<file path="src/rtl/fifo_pop_router_if.sv">
// fifo_pop_router_if
//   Bundles every non-clock signal of fifo_pop_router so the router and its
//   environment connect through one port.
//
//   Source side : src_empty, src_valid, src_data in; src_read out.
//   Dest side   : d0/d1 almost_full and full in; d0/d1 write and data out.
//   Threshold   : init, th_almost_*_in in; th_fifos_almost_* out.
//   Status      : state, idle, error out.
//
//   Modports
//     master : the environment (source FIFO, destination FIFOs, controller).
//     slave  : the router itself.
interface fifo_pop_router_if #(
  parameter int unsigned DATA_SIZE       = 12,
  parameter int unsigned MAIN_QUEUE_SIZE = 3
);
  logic                       init;
  logic [MAIN_QUEUE_SIZE-1:0] th_almost_full_in;
  logic [MAIN_QUEUE_SIZE-1:0] th_almost_empty_in;
  logic                       src_empty;
  logic                       src_valid;
  logic [DATA_SIZE-1:0]       src_data;
  logic                       d0_almost_full;
  logic                       d1_almost_full;
  logic                       d0_full;
  logic                       d1_full;
  logic                       src_read;
  logic                       d0_write;
  logic                       d1_write;
  logic [DATA_SIZE-1:0]       d0_data;
  logic [DATA_SIZE-1:0]       d1_data;
  logic [MAIN_QUEUE_SIZE-1:0] th_fifos_almost_full;
  logic [MAIN_QUEUE_SIZE-1:0] th_fifos_almost_empty;
  logic [3:0]                 state;
  logic                       idle;
  logic                       error;

  modport master (
    output init, th_almost_full_in, th_almost_empty_in,
    output src_empty, src_valid, src_data,
    output d0_almost_full, d1_almost_full, d0_full, d1_full,
    input  src_read, d0_write, d1_write, d0_data, d1_data,
    input  th_fifos_almost_full, th_fifos_almost_empty,
    input  state, idle, error
  );

  modport slave (
    input  init, th_almost_full_in, th_almost_empty_in,
    input  src_empty, src_valid, src_data,
    input  d0_almost_full, d1_almost_full, d0_full, d1_full,
    output src_read, d0_write, d1_write, d0_data, d1_data,
    output th_fifos_almost_full, th_fifos_almost_empty,
    output state, idle, error
  );
endinterface

</file>
<file path="src/rtl/fifo_pop_router.sv">
// fifo_pop_router
//   Pops words from a source FIFO and pushes each one into destination D0 or
//   D1, chosen by bit DEST_BIT of the word. Also latches the almost-full /
//   almost-empty thresholds shared by all FIFOs while in INIT.
//
//   Ports
//     clk     : rising-edge clock
//     reset_L : asynchronous active-low reset
//     bus     : fifo_pop_router_if.slave
//               in  : init, th_almost_*_in, src_empty, src_valid, src_data,
//                     d0/d1 almost_full, d0/d1 full
//               out : src_read (combinational), d0/d1 write + data,
//                     th_fifos_almost_*, state (one-hot), idle, error (sticky)
//
//   Pipeline: src_read in cycle N -> src_valid in N+1 -> dK_write in N+2.
//   A word arriving at a full destination is dropped and raises error, which
//   blocks further reads until reset.
module fifo_pop_router #(
  parameter int unsigned DATA_SIZE       = 12,
  parameter int unsigned MAIN_QUEUE_SIZE = 3,
  parameter int unsigned DEST_BIT        = 11
) (
  input logic               clk,
  input logic               reset_L,
  fifo_pop_router_if.slave  bus
);

  localparam logic [3:0] ST_RESET  = 4'b0001;
  localparam logic [3:0] ST_INIT   = 4'b0010;
  localparam logic [3:0] ST_IDLE   = 4'b0100;
  localparam logic [3:0] ST_ACTIVE = 4'b1000;

  logic [3:0]                 r_state;
  logic [3:0]                 w_state_d;
  logic                       r_inflight;
  logic [MAIN_QUEUE_SIZE-1:0] r_th_af;
  logic [MAIN_QUEUE_SIZE-1:0] r_th_ae;
  logic                       r_d0_write;
  logic                       r_d1_write;
  logic [DATA_SIZE-1:0]       r_d0_data;
  logic [DATA_SIZE-1:0]       r_d1_data;
  logic                       r_error;

  logic                       w_src_read;
  logic                       w_take;
  logic                       w_dest;
  logic                       w_dest_full;

  // ---------------------------------------------------------------------------
  // Next-state logic; init overrides everything else.
  // ---------------------------------------------------------------------------
  always_comb begin
    w_state_d = r_state;
    case (r_state)
      ST_RESET:  w_state_d = ST_INIT;
      ST_INIT: begin
        if (!bus.init) w_state_d = ST_IDLE;
      end
      ST_IDLE: begin
        if (bus.init)            w_state_d = ST_INIT;
        else if (!bus.src_empty) w_state_d = ST_ACTIVE;
      end
      ST_ACTIVE: begin
        if (bus.init)                          w_state_d = ST_INIT;
        else if (bus.src_empty && !r_inflight) w_state_d = ST_IDLE;
      end
      default:   w_state_d = ST_RESET;
    endcase
  end

  // Pop whenever there is data, room downstream and no outstanding overflow.
  // Both almost_full flags gate the read because the destination of the next
  // word is unknown until it has been popped.
  always_comb begin
    w_src_read = (r_state == ST_ACTIVE) && !bus.init && !bus.src_empty &&
                 !bus.d0_almost_full && !bus.d1_almost_full && !r_error;
  end

  // Words are forwarded whenever src_valid is seen, independent of state, so
  // an in-flight word survives init or backpressure. The RESET state is the
  // one exception: a valid lingering across reset release is discarded.
  always_comb begin
    w_take      = bus.src_valid && (r_state != ST_RESET);
    w_dest      = bus.src_data[DEST_BIT];
    w_dest_full = w_dest ? bus.d1_full : bus.d0_full;
  end

  // ---------------------------------------------------------------------------
  // State, in-flight tracking and thresholds
  // ---------------------------------------------------------------------------
  always_ff @(posedge clk or negedge reset_L) begin
    if (!reset_L) begin
      r_state    <= ST_RESET;
      r_inflight <= 1'b0;
      r_th_af    <= '0;
      r_th_ae    <= '0;
    end else begin
      r_state    <= w_state_d;
      r_inflight <= w_src_read;
      if (r_state == ST_INIT) begin
        r_th_af <= bus.th_almost_full_in;
        r_th_ae <= bus.th_almost_empty_in;
      end
    end
  end

  // ---------------------------------------------------------------------------
  // Destination push path and sticky overflow flag
  // ---------------------------------------------------------------------------
  always_ff @(posedge clk or negedge reset_L) begin
    if (!reset_L) begin
      r_d0_write <= 1'b0;
      r_d1_write <= 1'b0;
      r_d0_data  <= '0;
      r_d1_data  <= '0;
      r_error    <= 1'b0;
    end else begin
      r_d0_write <= 1'b0;
      r_d1_write <= 1'b0;
      if (w_take) begin
        if (w_dest_full) begin
          r_error <= 1'b1;
        end else if (w_dest) begin
          r_d1_write <= 1'b1;
          r_d1_data  <= bus.src_data;
        end else begin
          r_d0_write <= 1'b1;
          r_d0_data  <= bus.src_data;
        end
      end
    end
  end

  // ---------------------------------------------------------------------------
  // Outputs
  // ---------------------------------------------------------------------------
  always_comb begin
    bus.src_read              = w_src_read;
    bus.d0_write              = r_d0_write;
    bus.d1_write              = r_d1_write;
    bus.d0_data               = r_d0_data;
    bus.d1_data               = r_d1_data;
    bus.th_fifos_almost_full  = r_th_af;
    bus.th_fifos_almost_empty = r_th_ae;
    bus.state                 = r_state;
    bus.idle                  = (r_state == ST_IDLE);
    bus.error                 = r_error;
  end

endmodule

</file>
<file path="src/flat_wrapper.sv">
// flat-port wrapper written by rule: the top's interface ports become plain ports
module fifo_pop_router_flat 
#(
  parameter int unsigned DATA_SIZE       = 12,
  parameter int unsigned MAIN_QUEUE_SIZE = 3,
  parameter int unsigned DEST_BIT        = 11
)
  (clk, reset_L, bus_init, bus_th_almost_full_in, bus_th_almost_empty_in, bus_src_empty, bus_src_valid, bus_src_data, bus_d0_almost_full, bus_d1_almost_full, bus_d0_full, bus_d1_full, bus_src_read, bus_d0_write, bus_d1_write, bus_d0_data, bus_d1_data, bus_th_fifos_almost_full, bus_th_fifos_almost_empty, bus_state, bus_idle, bus_error);
  fifo_pop_router_if #(.DATA_SIZE(DATA_SIZE), .MAIN_QUEUE_SIZE(MAIN_QUEUE_SIZE)) bus_i ();
  input logic clk;
  input logic reset_L;
  input wire logic [$bits(bus_i.init)-1:0] bus_init;
  input wire logic [$bits(bus_i.th_almost_full_in)-1:0] bus_th_almost_full_in;
  input wire logic [$bits(bus_i.th_almost_empty_in)-1:0] bus_th_almost_empty_in;
  input wire logic [$bits(bus_i.src_empty)-1:0] bus_src_empty;
  input wire logic [$bits(bus_i.src_valid)-1:0] bus_src_valid;
  input wire logic [$bits(bus_i.src_data)-1:0] bus_src_data;
  input wire logic [$bits(bus_i.d0_almost_full)-1:0] bus_d0_almost_full;
  input wire logic [$bits(bus_i.d1_almost_full)-1:0] bus_d1_almost_full;
  input wire logic [$bits(bus_i.d0_full)-1:0] bus_d0_full;
  input wire logic [$bits(bus_i.d1_full)-1:0] bus_d1_full;
  output wire logic [$bits(bus_i.src_read)-1:0] bus_src_read;
  output wire logic [$bits(bus_i.d0_write)-1:0] bus_d0_write;
  output wire logic [$bits(bus_i.d1_write)-1:0] bus_d1_write;
  output wire logic [$bits(bus_i.d0_data)-1:0] bus_d0_data;
  output wire logic [$bits(bus_i.d1_data)-1:0] bus_d1_data;
  output wire logic [$bits(bus_i.th_fifos_almost_full)-1:0] bus_th_fifos_almost_full;
  output wire logic [$bits(bus_i.th_fifos_almost_empty)-1:0] bus_th_fifos_almost_empty;
  output wire logic [$bits(bus_i.state)-1:0] bus_state;
  output wire logic [$bits(bus_i.idle)-1:0] bus_idle;
  output wire logic [$bits(bus_i.error)-1:0] bus_error;
  assign bus_i.init = bus_init;
  assign bus_i.th_almost_full_in = bus_th_almost_full_in;
  assign bus_i.th_almost_empty_in = bus_th_almost_empty_in;
  assign bus_i.src_empty = bus_src_empty;
  assign bus_i.src_valid = bus_src_valid;
  assign bus_i.src_data = bus_src_data;
  assign bus_i.d0_almost_full = bus_d0_almost_full;
  assign bus_i.d1_almost_full = bus_d1_almost_full;
  assign bus_i.d0_full = bus_d0_full;
  assign bus_i.d1_full = bus_d1_full;
  assign bus_src_read = bus_i.src_read;
  assign bus_d0_write = bus_i.d0_write;
  assign bus_d1_write = bus_i.d1_write;
  assign bus_d0_data = bus_i.d0_data;
  assign bus_d1_data = bus_i.d1_data;
  assign bus_th_fifos_almost_full = bus_i.th_fifos_almost_full;
  assign bus_th_fifos_almost_empty = bus_i.th_fifos_almost_empty;
  assign bus_state = bus_i.state;
  assign bus_idle = bus_i.idle;
  assign bus_error = bus_i.error;
  fifo_pop_router #(.DATA_SIZE(DATA_SIZE), .MAIN_QUEUE_SIZE(MAIN_QUEUE_SIZE), .DEST_BIT(DEST_BIT)) u_core (.clk(clk), .reset_L(reset_L), .bus(bus_i));
endmodule
</file>
<file path="config.mk">
export PLATFORM = sky130hd
export DESIGN_NAME = fifo_pop_router_flat
export DESIGN_NICKNAME = d
export VERILOG_FILES = /design/src/rtl/fifo_pop_router_if.sv /design/src/rtl/fifo_pop_router.sv /design/src/flat_wrapper.sv
export SDC_FILE = /design/constraint.sdc
export NUM_CORES = 1
export LEC_CHECK = 0
export BUFFER_PORTS_ARGS = -buffer_cell sky130_fd_sc_hd__buf_2
export CAP_MARGIN = 15
export CORE_UTILIZATION = 25
export DETAILED_ROUTE_END_ITERATION = 8
export PLACE_DENSITY = 0.46
export SETUP_SLACK_MARGIN = 0.2
export SYNTH_ARGS = -nofsm -noshare
export SYNTH_HDL_FRONTEND = slang
export SYNTH_SLANG_ARGS = --single-unit
</file>
<file path="constraint.sdc">
create_clock -name clk -period 3.5 [get_ports clk]
set_input_delay 0.7 -clock clk [delete_from_list [all_inputs] [get_ports clk]]
set_output_delay 0.7 -clock clk [all_outputs]
set_load 0.005 [all_outputs]
</file>
==> run metrics, run 1 <==
WP data required=2.80 ns; largest family of logic cells by synthesized area=multiplexers; DRC=0; WHS Endpoint=u_core.bus.d1_data[11]; final core occ=0.338; Core Area=0.00599 mm2; ys async rst share=1.00; worst hold path depth=1; Tmin final=2.76 ns; max-slew violation count=0; hold_sp=u_core.bus.d1_data[11]; Final Skew=0.0120 ns; syn avg cell area=14.7 um2; Post-synth EDFFs=0; Int Pwr=1.13 mW; Final Cycle Share=0.790; GRT Overall Usage=0.110; CP max FO=14; gpl congestion=0.777; H-Tree Level Count=2; Initial Util=0.263; power per cell area=794 mW/mm2; CTS tree=built; endpoints failing hold=0; Mapped Area=0.00158 mm2; sw frac=0.299; Place WS=0.799 ns; Clock Latency Late Sink=0.28 ns; XOR/XNOR share of the synthesized area=0.00555; WL/cell=13.9 um; clk root buf=clkbuf_8; I/O pins=66; Remaining Overflow, GRT=0; clk buf depth=2; Avg Vias per Cell=4.33; total power=1.61 mW; register share of total power=0.463; crit path from=u_core.bus.state[1]; final setup vio count=0; Final TNS setup=0 ns; Worst EP arrival=2.06 ns; Leak=0.987 nW; RSZ-0062 raised after global routing=no; Seq cells post-synth=37; Final WS setup=0.735 ns; FF-to-FF setup slack=1.27 ns; dpl hpwl=2490 um; DRT Pass-1 Iters=4; sequential fraction of the synthesis area=0.588; Comb power frac=0.345; CTS sink cnt=37; critical path class=register to output port; Synth Area in Compound Gates=0.0452; FF-to-FF End=u_core.bus.d0_data[1]; RR Startpoint=u_core.bus.state[0]; layout cells sized above 1=0.616; Max Cap Viol=0; Crit-path slowest cell=dfrtp_1; Die ar.=0.00663 mm2; status=finished, final reports clean; largest net degree at the start of global routing=38; R2R depth=3; Die Y=81.4 um; peak supply drop=0.000215 V; Max Clock Freq=362 MHz; DR vias=1,070; Layout area overhead=28.4%; NetSw=481 uW; post-synthesis adder-cell area fraction=0; Hold WS=0.474 ns; Crit path max-delay family=simple AND/OR/NAND/NOR gates; Least-Margin Pin Slew=0.823 ns; Final #Nets=198; Synth Net Count=134; Clk network pwr share=0.192; Top FF cell, synth=dfrtp_1; worst hold path class=register to register; Post-CTS Setup Repair Bufs=0; most frequent cells in the layout=buf_2 (64), dfrtp_1 (36), mux2_2 (21); wire length of the first global-routing pass=5500 um; synth unique cells=34; post-synthesis simple-gate area fraction=0.0864; Worst path max stage delay=0.51 ns; vias in the first global route=1,115; TritonCTS Buffers=5; n_diodes=0; mux contribution to synthesized area=0.226; worst path cell trace=or3_1, or4_1, nor3_1, buf_2; CP Launch Type=register; antenna violations before repair=0; Syn Inst Count=107; DR iter-0 viols=104; clock slew at reported path FFs=0.07 ns; Post-Route WL=3440 um; die width=81.4 um; Worst Path Buf+Inv=1; IO Port Bufs=64; max_slew headroom=0.451; Critical Path End Type=output port; Resized Gates After CTS=0; yosys warns=0; most common cell after layout, fill and taps aside=buf_2; Detail Route Antenna Nets=0; # rows=28; Hold Buf Count CTS=0
==> final cells by class <==
cell class / instances / area (um2)
clock buffer: 6 / 82.6
clock inverter: 2 / 13.8
fill: 607 / 3970
inverter: 3 / 11.3
multi-input combinational: 60 / 577
sequential: 37 / 927
tap: 75 / 93.8
timing repair buffer: 64 / 320
==> worst max path at each step <==
stage / endpoint / slack, ns / cells past startpoint
final: bus_src_read / 0.74 / 4
after global placement: bus_src_read / 0.88 / 5
after detailed placement: bus_src_read / 0.80 / 5
after CTS: bus_src_read / 0.70 / 4
after floorplan: bus_src_read / 1.12 / 3
after global routing: bus_src_read / 0.60 / 4
==> cell families after synthesis <==
logic type | Yosys count
buffers and inverters | 10
AOI/OAI and AO/OA | 10
DFF | 37
muxes | 29
xor gates and xnor gates | 1
other | 1
and+or+nand+nor | 19
==> flip-flops by register name, summed over array words and instances, names as in the netlist <==
register	count
u_core.bus.d1_data	12
u_core.bus.d0_data	11
u_core.bus.state	4
u_core.bus.th_fifos_almost_empty	3
u_core.bus.th_fifos_almost_full	3
u_core.bus.d0_write	1
u_core.bus.d1_write	1
u_core.bus.error	1
u_core.r_inflight	1
==> layer usage <==
layer	routed length, um	vias to the layer above	global-route usage
li1	-	503	-
met1	1400	538	0.137
met2	1850	24	0.184
met3	130	5	0.0233
met4	52	0	0.0482
met5	0	-	0
==> power groups by stage <==
stage / Combinational, mW / Sequential, mW / Clock (mW)
2_1_floorplan: 0.334 / 0.730 / 0
3_3_place_gp: 0.557 / 0.738 / 0
3_5_place_dp: 0.570 / 0.749 / 0
4_1_cts: 0.569 / 0.748 / 0.325
5_1_grt: 0.616 / 0.778 / 0.342
6_report: 0.555 / 0.744 / 0.309
==> per-stage QoR <==
step                std cells  instance area (um2)
finish                    247                 2030
global route              247                 2030
detailed placement        239                 1930
floorplan                 107                 1580
global placement          239                 1930
CTS                       247                 2030
==> synthesized netlist by cell type, types with 2 or more instances <==
cell type | number | area [um2]
dfrtp_1 | 36 | 901
mux2_2 | 21 | 236
mux2_4 | 8 | 120
inv_1 | 3 | 11.3
nor2_1 | 3 | 11.3
o21ai_0 | 3 | 15.0
buf_6 | 2 | 22.5
clkbuf_1 | 2 | 7.51
nand2b_1 | 2 | 12.5
nor3_1 | 2 | 10.0
or3_1 | 2 | 12.5
No activity file was read; power rests on OpenSTA's default activity.
==> run 2: changes to the inputs <==
PLACE_DENSITY = 0.48   (was 0.46)
clock period = 2.4 ns   (was 3.5 ns; I/O delays follow)
==> run metrics, run 2 (synthesis results as in run 1) <==
largest net degree at the start of global routing=38; Int Pwr=1.76 mW; n_diodes=0; Final WS setup=0.105 ns; endpoints failing hold=0; dpl hpwl=2570 um; Clock Latency Late Sink=0.29 ns; Core Area=0.00599 mm2; WP data required=1.92 ns; vias in the first global route=1,151; I/O pins=66; Leak=1.02 nW; clk root buf=clkbuf_8; Max Clock Freq=436 MHz; # rows=28; antenna violations before repair=0; max reg flops=12; TritonCTS Buffers=5; peak supply drop=0.000394 V; CP Launch Type=register; clk buf depth=2; Layout area overhead=32.1%; Comb power frac=0.364; Worst EP arrival=1.81 ns; CP max FO=2; most common cell after layout, fill and taps aside=buf_2; CTS sink cnt=37; final setup vio count=0; DR iter-0 viols=45; FILL cells=594; Die ar.=0.00663 mm2; Least-Margin Pin Slew=0.819 ns; wire length of the first global-routing pass=5550 um; most frequent cells in the layout=buf_2 (64), dfrtp_1 (36), mux2_2 (21); DR vias=1,130; Detail Route Antenna Nets=0; worst hold path class=input port to async pin; Post-Route WL=3530 um; power per cell area=1190 mW/mm2; CTS tree=built; die width=81.4 um; Final TNS setup=0 ns; crit path from=u_core.bus.state[1]; DRC=0; Die Y=81.4 um; register share of total power=0.419; Max Cap Viol=0; max_slew headroom=0.454; Final Cycle Share=0.956; Critical Path End Type=output port; Initial Util=0.263; H-Tree Level Count=2; Remaining Overflow, GRT=0; RR Startpoint=u_core.bus.state[0]; IO Port Bufs=64; gpl congestion=0.819; Avg Vias per Cell=4.48; max-slew violation count=0; clock slew at reported path FFs=0.08 ns; Clk network pwr share=0.217; final core occ=0.348; layout cells sized above 1=0.633; total power=2.49 mW; critical path class=register to output port; DRT Pass-1 Iters=4; Final Skew=0.0139 ns; Tmin final=2.29 ns; FF-to-FF setup slack=0.31 ns; NetSw=730 uW; WL/cell=14.0 um; Place WS=0.185 ns; sw frac=0.294; Hold Buf Count CTS=0; status=finished, final reports clean; GRT Overall Usage=0.111; Final #Nets=203; RSZ-0062 raised after global routing=yes
-- run 2: critical path, cell delays in order, from the launching register on --
cell and delay [ns]:
dfrtp_1 0.38, or3_1 0.39, or4_1 0.49, nor3_2 0.13, buf_2 0.14
-- run 2: metrics by stage --
| stage | instance area (um2) | std cells | hold slack, ns |
|---|---|---|---|
| after floorplan | 1580 | 107 | 0.184 |
| after global placement | 1950 | 242 | 0.455 |
| after detailed placement | 1950 | 242 | 0.450 |
| after CTS | 2080 | 252 | 0.314 |
| after global routing | 2080 | 252 | 0.344 |
| final | 2080 | 252 | 0.282 |
-- run 2: path summary, 6_finish.rpt --
path,end,cells after the start
max,bus_src_read,4
max reg2reg,u_core.bus.d1_data[4],4
max in group asynchronous,u_core.bus.state[2],1
min in group clk,u_core.r_inflight,2
min,u_core.bus.d1_data[7],1
min reg2reg,u_core.bus.d1_data[11],1
-- run 2: per-layer routing --
| metal | wire (um) | vias up | track usage |
|---|---|---|---|
| met2 | 1920 | 40 | 0.190 |
| met3 | 131 | 8 | 0.0289 |
| met5 | 0 | - | 0 |
| met4 | 104 | 0 | 0.0643 |
| met1 | 1370 | 571 | 0.125 |
| li1 | - | 511 | - |
-- run 2: power by group through the flow --
stage,logic [mW],registers (mW),clock network [mW]
2_1_floorplan,0.488,1.06,0
5_1_grt,0.993,1.08,0.587
6_report,0.905,1.04,0.538
3_3_place_gp,0.840,1.06,0
4_1_cts,0.922,1.05,0.560
3_5_place_dp,0.869,1.07,0
-- run 2: final cells by class --
cell class / count / area (um2) / share of cell area
Clock buffer: 5 / 68.8 / 0.0330
Multi-Input combinational cell: 60 / 582 / 0.279
Tap cell: 75 / 93.8 / 0.0450
Timing Repair Buffer: 69 / 358 / 0.172
Sequential cell: 37 / 927 / 0.445
Inverter: 3 / 11.3 / 0.00540
Clock inverter: 3 / 43.8 / 0.0210
-- run 2: repair_timing --
item | 4_1_cts | 5_1_grt
pin swaps | 0 | 0
resized for setup | 1 | 0
buffers inserted | 2 | 0
endpoints found under the setup margin | 1 | 1
